**src/rtl/dmem_pkg.sv**
```systemverilog
// Shared types and helpers for the data-memory arbiter.
//   size_e  : access size encodings (byte/half/word/reserved)
//   resp_t  : response pipeline register payload
//   byte_en : byte-lane write enables for a size and byte offset
//   load_fmt: extracts and extends load data from a memory word
package dmem_pkg;

  localparam int unsigned DATA_W = 32;
  localparam int unsigned LANES  = 4;

  typedef enum logic [1:0] {
    SZ_BYTE = 2'd0,
    SZ_HALF = 2'd1,
    SZ_WORD = 2'd2,
    SZ_RSVD = 2'd3
  } size_e;

  // Everything the response cycle needs, captured on the grant edge
  typedef struct packed {
    logic       valid;
    logic       port;
    logic       was_read;
    size_e      size;
    logic       uns;
    logic [1:0] off;
    logic       err;
  } resp_t;

  function automatic logic [LANES-1:0] byte_en(input size_e size, input logic [1:0] off);
    logic [LANES-1:0] be;
    be = '0;
    case (size)
      SZ_BYTE: be = LANES'(4'b0001 << off);
      SZ_HALF: be = LANES'(4'b0011 << off);
      SZ_WORD: be = 4'b1111;
      default: be = '0;
    endcase
    return be;
  endfunction

  function automatic logic [DATA_W-1:0] load_fmt(input logic [DATA_W-1:0] dout,
                                                 input size_e size,
                                                 input logic uns,
                                                 input logic [1:0] off);
    logic [7:0]        b;
    logic [15:0]       h;
    logic [DATA_W-1:0] r;
    b = 8'(dout >> {off, 3'b000});
    h = off[1] ? dout[31:16] : dout[15:0];
    r = '0;
    case (size)
      SZ_BYTE: r = uns ? {24'b0, b} : {{24{b[7]}}, b};
      SZ_HALF: r = uns ? {16'b0, h} : {{16{h[15]}}, h};
      SZ_WORD: r = dout;
      default: r = '0;
    endcase
    return r;
  endfunction

endpackage

```
**src/rtl/dmem_rr_arb.sv**
```systemverilog
// Two-way round-robin arbiter with combinational grant.
//   clk, rst : clock, synchronous active-high reset
//   req      : per-port request
//   gnt      : one-hot grant, same cycle as req, zero while rst
module dmem_rr_arb (
  input  logic       clk,
  input  logic       rst,
  input  logic [1:0] req,
  output logic [1:0] gnt
);

  // Reset to port 1 so that port 0 wins the first conflict
  logic last_gnt;

  always_ff @(posedge clk) begin
    if (rst) begin
      last_gnt <= 1'b1;
    end else if (|gnt) begin
      last_gnt <= gnt[1];
    end
  end

  always_comb begin
    gnt = 2'b00;
    if (!rst) begin
      if (req == 2'b11) begin
        gnt = last_gnt ? 2'b01 : 2'b10;
      end else begin
        gnt = req;
      end
    end
  end

endmodule

```
**src/rtl/dmem_arbiter.sv**
```systemverilog
// Two-requester front end for a single-port data memory with a registered
// one-cycle read. Arbitrates, formats stores into byte lanes, flags illegal
// accesses, and returns extended load data one cycle after the grant.
//   clk, rst           : clock, synchronous active-high reset
//   req_i/we_i/size_i/uns_i/addr_i/wdata_i : per-port request (index = port)
//   gnt_o              : one-hot grant, combinational
//   rvalid_o/rdata_o/err_o : response, one cycle after grant
//   mem_addr_o/mem_din_o/mem_we_o/mem_dout_i : memory interface
// Optional DMEM_ARB_STATS_EN adds saturating grant/conflict/error counters.
module dmem_arbiter #(
  parameter int unsigned DEPTH_WORDS = 121,
  parameter int unsigned ADDR_W      = 32
) (
  input  logic                   clk,
  input  logic                   rst,
  input  logic [1:0]             req_i,
  input  logic [1:0]             we_i,
  input  logic [1:0][1:0]        size_i,
  input  logic [1:0]             uns_i,
  input  logic [1:0][ADDR_W-1:0] addr_i,
  input  logic [1:0][31:0]       wdata_i,
  output logic [1:0]             gnt_o,
  output logic [1:0]             rvalid_o,
  output logic [31:0]            rdata_o,
  output logic                   err_o,
  output logic [31:0]            mem_addr_o,
  output logic [31:0]            mem_din_o,
  output logic [3:0]             mem_we_o,
  input  logic [31:0]            mem_dout_i
`ifdef DMEM_ARB_STATS_EN
  ,
  output logic [31:0]            stat_gnt0_o,
  output logic [31:0]            stat_gnt1_o,
  output logic [31:0]            stat_conflict_o,
  output logic [15:0]            stat_err_o
`endif
);

  import dmem_pkg::*;

  localparam int unsigned IDX_W = ADDR_W - 2;
  localparam logic [IDX_W-1:0] DEPTH_IDX = IDX_W'(DEPTH_WORDS);

  logic              any_gnt;
  logic              sel;
  logic              s_we;
  logic              s_uns;
  size_e             s_size;
  logic [ADDR_W-1:0] s_addr;
  logic [31:0]       s_wdata;
  logic              s_err;
  resp_t             resp_q;
  resp_t             resp_d;

  dmem_rr_arb u_arb (
    .clk (clk),
    .rst (rst),
    .req (req_i),
    .gnt (gnt_o)
  );

  // Select the granted port's request and classify it
  always_comb begin
    any_gnt = |gnt_o;
    sel     = gnt_o[1];
    s_we    = we_i[sel];
    s_uns   = uns_i[sel];
    s_size  = size_e'(size_i[sel]);
    s_addr  = addr_i[sel];
    s_wdata = wdata_i[sel];
    s_err   = 1'b0;
    case (s_size)
      SZ_HALF: s_err = s_addr[0];
      SZ_WORD: s_err = (s_addr[1:0] != 2'b00);
      SZ_RSVD: s_err = 1'b1;
      default: s_err = 1'b0;
    endcase
    if (s_addr[ADDR_W-1:2] >= DEPTH_IDX) begin
      s_err = 1'b1;
    end
  end

  // Memory drive during the grant cycle; errors never write
  always_comb begin
    mem_addr_o = '0;
    mem_din_o  = '0;
    mem_we_o   = '0;
    if (any_gnt) begin
      mem_addr_o = 32'(s_addr);
      case (s_size)
        SZ_BYTE: mem_din_o = {4{s_wdata[7:0]}};
        SZ_HALF: mem_din_o = {2{s_wdata[15:0]}};
        default: mem_din_o = s_wdata;
      endcase
      if (s_we && !s_err) begin
        mem_we_o = byte_en(s_size, s_addr[1:0]);
      end
    end
  end

  always_comb begin
    resp_d          = '0;
    resp_d.valid    = any_gnt;
    resp_d.port     = sel;
    resp_d.was_read = ~s_we;
    resp_d.size     = s_size;
    resp_d.uns      = s_uns;
    resp_d.off      = s_addr[1:0];
    resp_d.err      = s_err;
  end

  always_ff @(posedge clk) begin
    if (rst) begin
      resp_q <= '0;
    end else begin
      resp_q <= resp_d;
    end
  end

  // Response cycle; rst masks a pending response immediately
  always_comb begin
    rvalid_o = '0;
    rdata_o  = '0;
    err_o    = 1'b0;
    if (resp_q.valid && !rst) begin
      rvalid_o = 2'(2'b01 << resp_q.port);
      err_o    = resp_q.err;
      if (resp_q.was_read && !resp_q.err) begin
        rdata_o = load_fmt(mem_dout_i, resp_q.size, resp_q.uns, resp_q.off);
      end
    end
  end

`ifdef DMEM_ARB_STATS_EN
  // Saturating activity counters
  always_ff @(posedge clk) begin
    if (rst) begin
      stat_gnt0_o     <= '0;
      stat_gnt1_o     <= '0;
      stat_conflict_o <= '0;
      stat_err_o      <= '0;
    end else begin
      if (gnt_o[0] && (stat_gnt0_o != '1)) begin
        stat_gnt0_o <= stat_gnt0_o + 32'd1;
      end
      if (gnt_o[1] && (stat_gnt1_o != '1)) begin
        stat_gnt1_o <= stat_gnt1_o + 32'd1;
      end
      if ((req_i == 2'b11) && (stat_conflict_o != '1)) begin
        stat_conflict_o <= stat_conflict_o + 32'd1;
      end
      if (any_gnt && s_err && (stat_err_o != '1)) begin
        stat_err_o <= stat_err_o + 16'd1;
      end
    end
  end
`endif

endmodule
```
**config.mk**
```make
export PLATFORM = sky130hd
export DESIGN_NAME = dmem_arbiter
export DESIGN_NICKNAME = d
export VERILOG_FILES = /design/src/rtl/dmem_pkg.sv /design/src/rtl/dmem_rr_arb.sv /design/src/rtl/dmem_arbiter.sv
export SDC_FILE = /design/constraint.sdc
export NUM_CORES = 1
export LEC_CHECK = 0
export BUFFER_PORTS_ARGS = -buffer_cell sky130_fd_sc_hd__buf_2
export CAP_MARGIN = 10
export CORE_AREA = 4 4 104 106
export DETAILED_ROUTE_END_ITERATION = 6
export DIE_AREA = 0 0 108 110
export SKIP_CTS_REPAIR_TIMING = 1
export SYNTH_ARGS = -nofsm -noshare
export SYNTH_HDL_FRONTEND = slang
export SYNTH_HIERARCHICAL = 1
export SYNTH_SLANG_ARGS = --single-unit
```
**constraint.sdc**
```tcl
create_clock -name clk -period 3.7 [get_ports clk]
set_input_delay 0.555 -clock clk [delete_from_list [all_inputs] [get_ports clk]]
set_output_delay 0.555 -clock clk [all_outputs]
set_load 0.05 [all_outputs]
```
==> results.md <==
- Status: finished, final reports clean
- Reg2reg path depth: 7
- Starting DRC count in detailed routing: 370
- Min-Delay Path Class: flip-flop to flip-flop
- Final max-slew violation count: 0
- FF-to-FF End: resp_q[0]$_SDFF_PP0_
- Max Cap Viol: 0
- DR pass1 iterations: 6
- Worst EP required: about 3100 ps
- Final antenna-violating net count: 0
- Worst-path clk slew: approximately 50 ps
- Slew @ Worst Pin: 646 ps
- Final Net Count: between 800 and 900
- Peak Freq: roughly 280 MHz
- Synth cell types: 46
- Die width: approximately 110 µm
- Most common cell in the netlist: nand2_1
- Synth warn: 6
- Post-synth ARST share: 0
- Hold Path Depth: 2
- Vias per cell: approximately 5.2
- Sequential element share of the synthesized area: 0.0746
- Drt drc: 0
- Finished Core Util: 0.443
- Arr. time, crit path: 2970 ps
- Die area: around 12000 µm²
- Overall power: a little over 0.9 mW
- Syn nets: between 600 and 700
- Post-Layout Inst Area: ~4300 µm²
- CTS Sinks: 10
- Worst reg2reg startpoint: u_arb/last_gnt$_SDFFE_PP1P_
- First-pass GRT wire length: 21200 µm
- Hold Crit Start: u_arb/last_gnt$_SDFFE_PP1P_
- # setup viols final: 0
- R2R Setup Slk: around 1300 ps
- Leak: 2.29 nW
- Die Height: roughly 110 µm
- Port bufs: between 200 and 300
- Cell Area, Synth: 2680 µm²
- Synth top area share: 0.172
- Row count: 36
- Final antenna diode count: 0
- Final hold violation count: 0
- Pin count of the biggest net entering global routing: 64
- Number of H-tree levels: 1
- Vias in the first global route: roughly 4200
- Critical Path End Type: output pin
- Post-Route WL: between 10000 and 15000 µm
- RePlAce Congestion: 0.906
- CTS Buf Count: 3
- Worst ir drop on vdd: roughly 0.15 mV
- Setup TNS: 0 ps
- CP Class: input port to output pin
- # fillers: around 1100
- Core footprint: 9770 µm²
- Cell Chain, Critical Path: buf_2, nand2_1, and3_2, buf_4, inv_1, nor4b_1, o221ai_1, or4_4, a211oi_4, clkbuf_4
- Startpoint Class: input port
- Post-Synthesis Cells: 437
- Placed Instance Area: 4270 µm²
- Crit path max fanout: 7
- Number of top-level pins: between 200 and 300
- Root Driver: clkbuf_8
- Area delta synth->final: 61.4%
- Detailed placement HPWL: between 10000 and 15000 µm
- Initial antenna violation count: 0
- Share of cells above drive strength 1: 0.465
- CTS Buffer Depth: 2
- Tmin final: approximately 3500 ps
- Total GRT Usage: 0.220
- Grt ovf: 0
- Post-synth EDFFs: 0
- RSZ-0062 raised after global routing: false
- Largest cells by area after synthesis: mux2i_1, nand2_1, o21ai_0
- Top cells by count, synth: nand2_1, o21ai_0, mux2i_1
- Slowest-stage cell, CP: or4_4
- Fin crit share: 0.953
- Wire per inst: 16.8 µm
- Worst path max stage delay: between 600 and 700 ps
- Cell taking the most area after synthesis: mux2i_1
- Avg Cell Area, Syn: about 6 µm²
- Most common flop cell mapped by yosys: dfxtp_1
- CTS tree: yes
- Clock skew: between 2 and 2.5 ps
- Pwr Density: 209 nW/µm²
- Slew headroom: 0.569
- Vias: approximately 4300
- Synth Register Bits: 10
- Initial Util: 0.275
- Clk_lat worst skew: ~230 ps
- WHS Endpoint: u_arb/last_gnt$_SDFFE_PP1P_
[worst max-delay path: cells and delay by family]
| kind | cells | cell delay [ps] |
|---|---|---|
| and+or+nand+nor | 4 | 1370 |
| buffers and inverters | 4 | 650 |
| AOI/OAI and AO/OA | 2 | 390 |
[where the power goes]
part / total (mW) / switching, mW / internal [mW]
sequential: 0.123 / 0.00778 / 0.115
clock: 0.136 / 0.0425 / 0.0935
combinational: 0.647 / 0.430 / 0.217
[cell families after synthesis]
logic type | Yosys count | synth area share
and+or+nand+nor | 183 | 0.301
AOI/OAI and AO/OA | 137 | 0.315
muxes | 63 | 0.244
buffers and inverters | 44 | 0.0662
DFF | 10 | 0.0746
[state kept, by name, indices dropped and copies added, names as in the netlist]
name and flops:
u_arb/last_gnt 1, resp_q 9
[metrics by stage]
stage               cells  hold WS, ps  worst slack [ps]
finish                830          519               175
global route          830          530              3.93
CTS                   830          514              93.1
detailed placement    826          502               106
global placement      826          491               168
floorplan             437          468             -46.7
[per-layer routing]
layer,vias to the layer above,GRT usage,share of wire
li1,2118,-,-
met1,1947,0.255,0.38
met2,236,0.411,0.51
met3,28,0.0431,0.092
met4,0,0.0577,0.025
met5,-,0,0
[worst max-delay path by stage]
stage,from,slack (ps),endpoint
5_1_grt,req_i[0],4,mem_we_o[2]
6_report,req_i[0],180,mem_we_o[0]
3_3_place_gp,req_i[0],170,mem_we_o[0]
3_5_place_dp,req_i[0],110,mem_we_o[0]
2_1_floorplan,req_i[0],-50,mem_we_o[1]
4_1_cts,req_i[0],90,mem_we_o[0]
[layout by cell type, fill, tap and decap left out, drive strengths merged, types with 2 or more instances in the layout]
cell / count
nor4: 5
and2: 2
nor3: 5
dfxtp: 10
nand3: 2
a31oi: 2
or4: 6
mux2: 16
nor2b: 9
a21oi: 28
a211oi: 4
nor2: 24
a22oi: 9
o22ai: 17
nand4: 2
mux2i: 47
a211o: 2
a222oi: 7
o21ai: 52
and3: 3
o221ai: 8
buf: 295
nand2: 117
a21o: 2
inv: 3
o21a: 2
clkbuf: 5
[cell type report]
| class | instances | area, µm² | share of cell area |
|---|---|---|---|
| Clock buffer | 4 | 55.1 | 0.0127 |
| Inverter | 4 | 15.0 | 0.00347 |
| Timing Repair Buffer | 296 | 1550 | 0.357 |
| Multi-Input combinational cell | 383 | 2350 | 0.542 |
| Tap cell | 133 | 166 | 0.0384 |
| Sequential cell | 10 | 200 | 0.0462 |
Power figures use the tool's default switching activity.
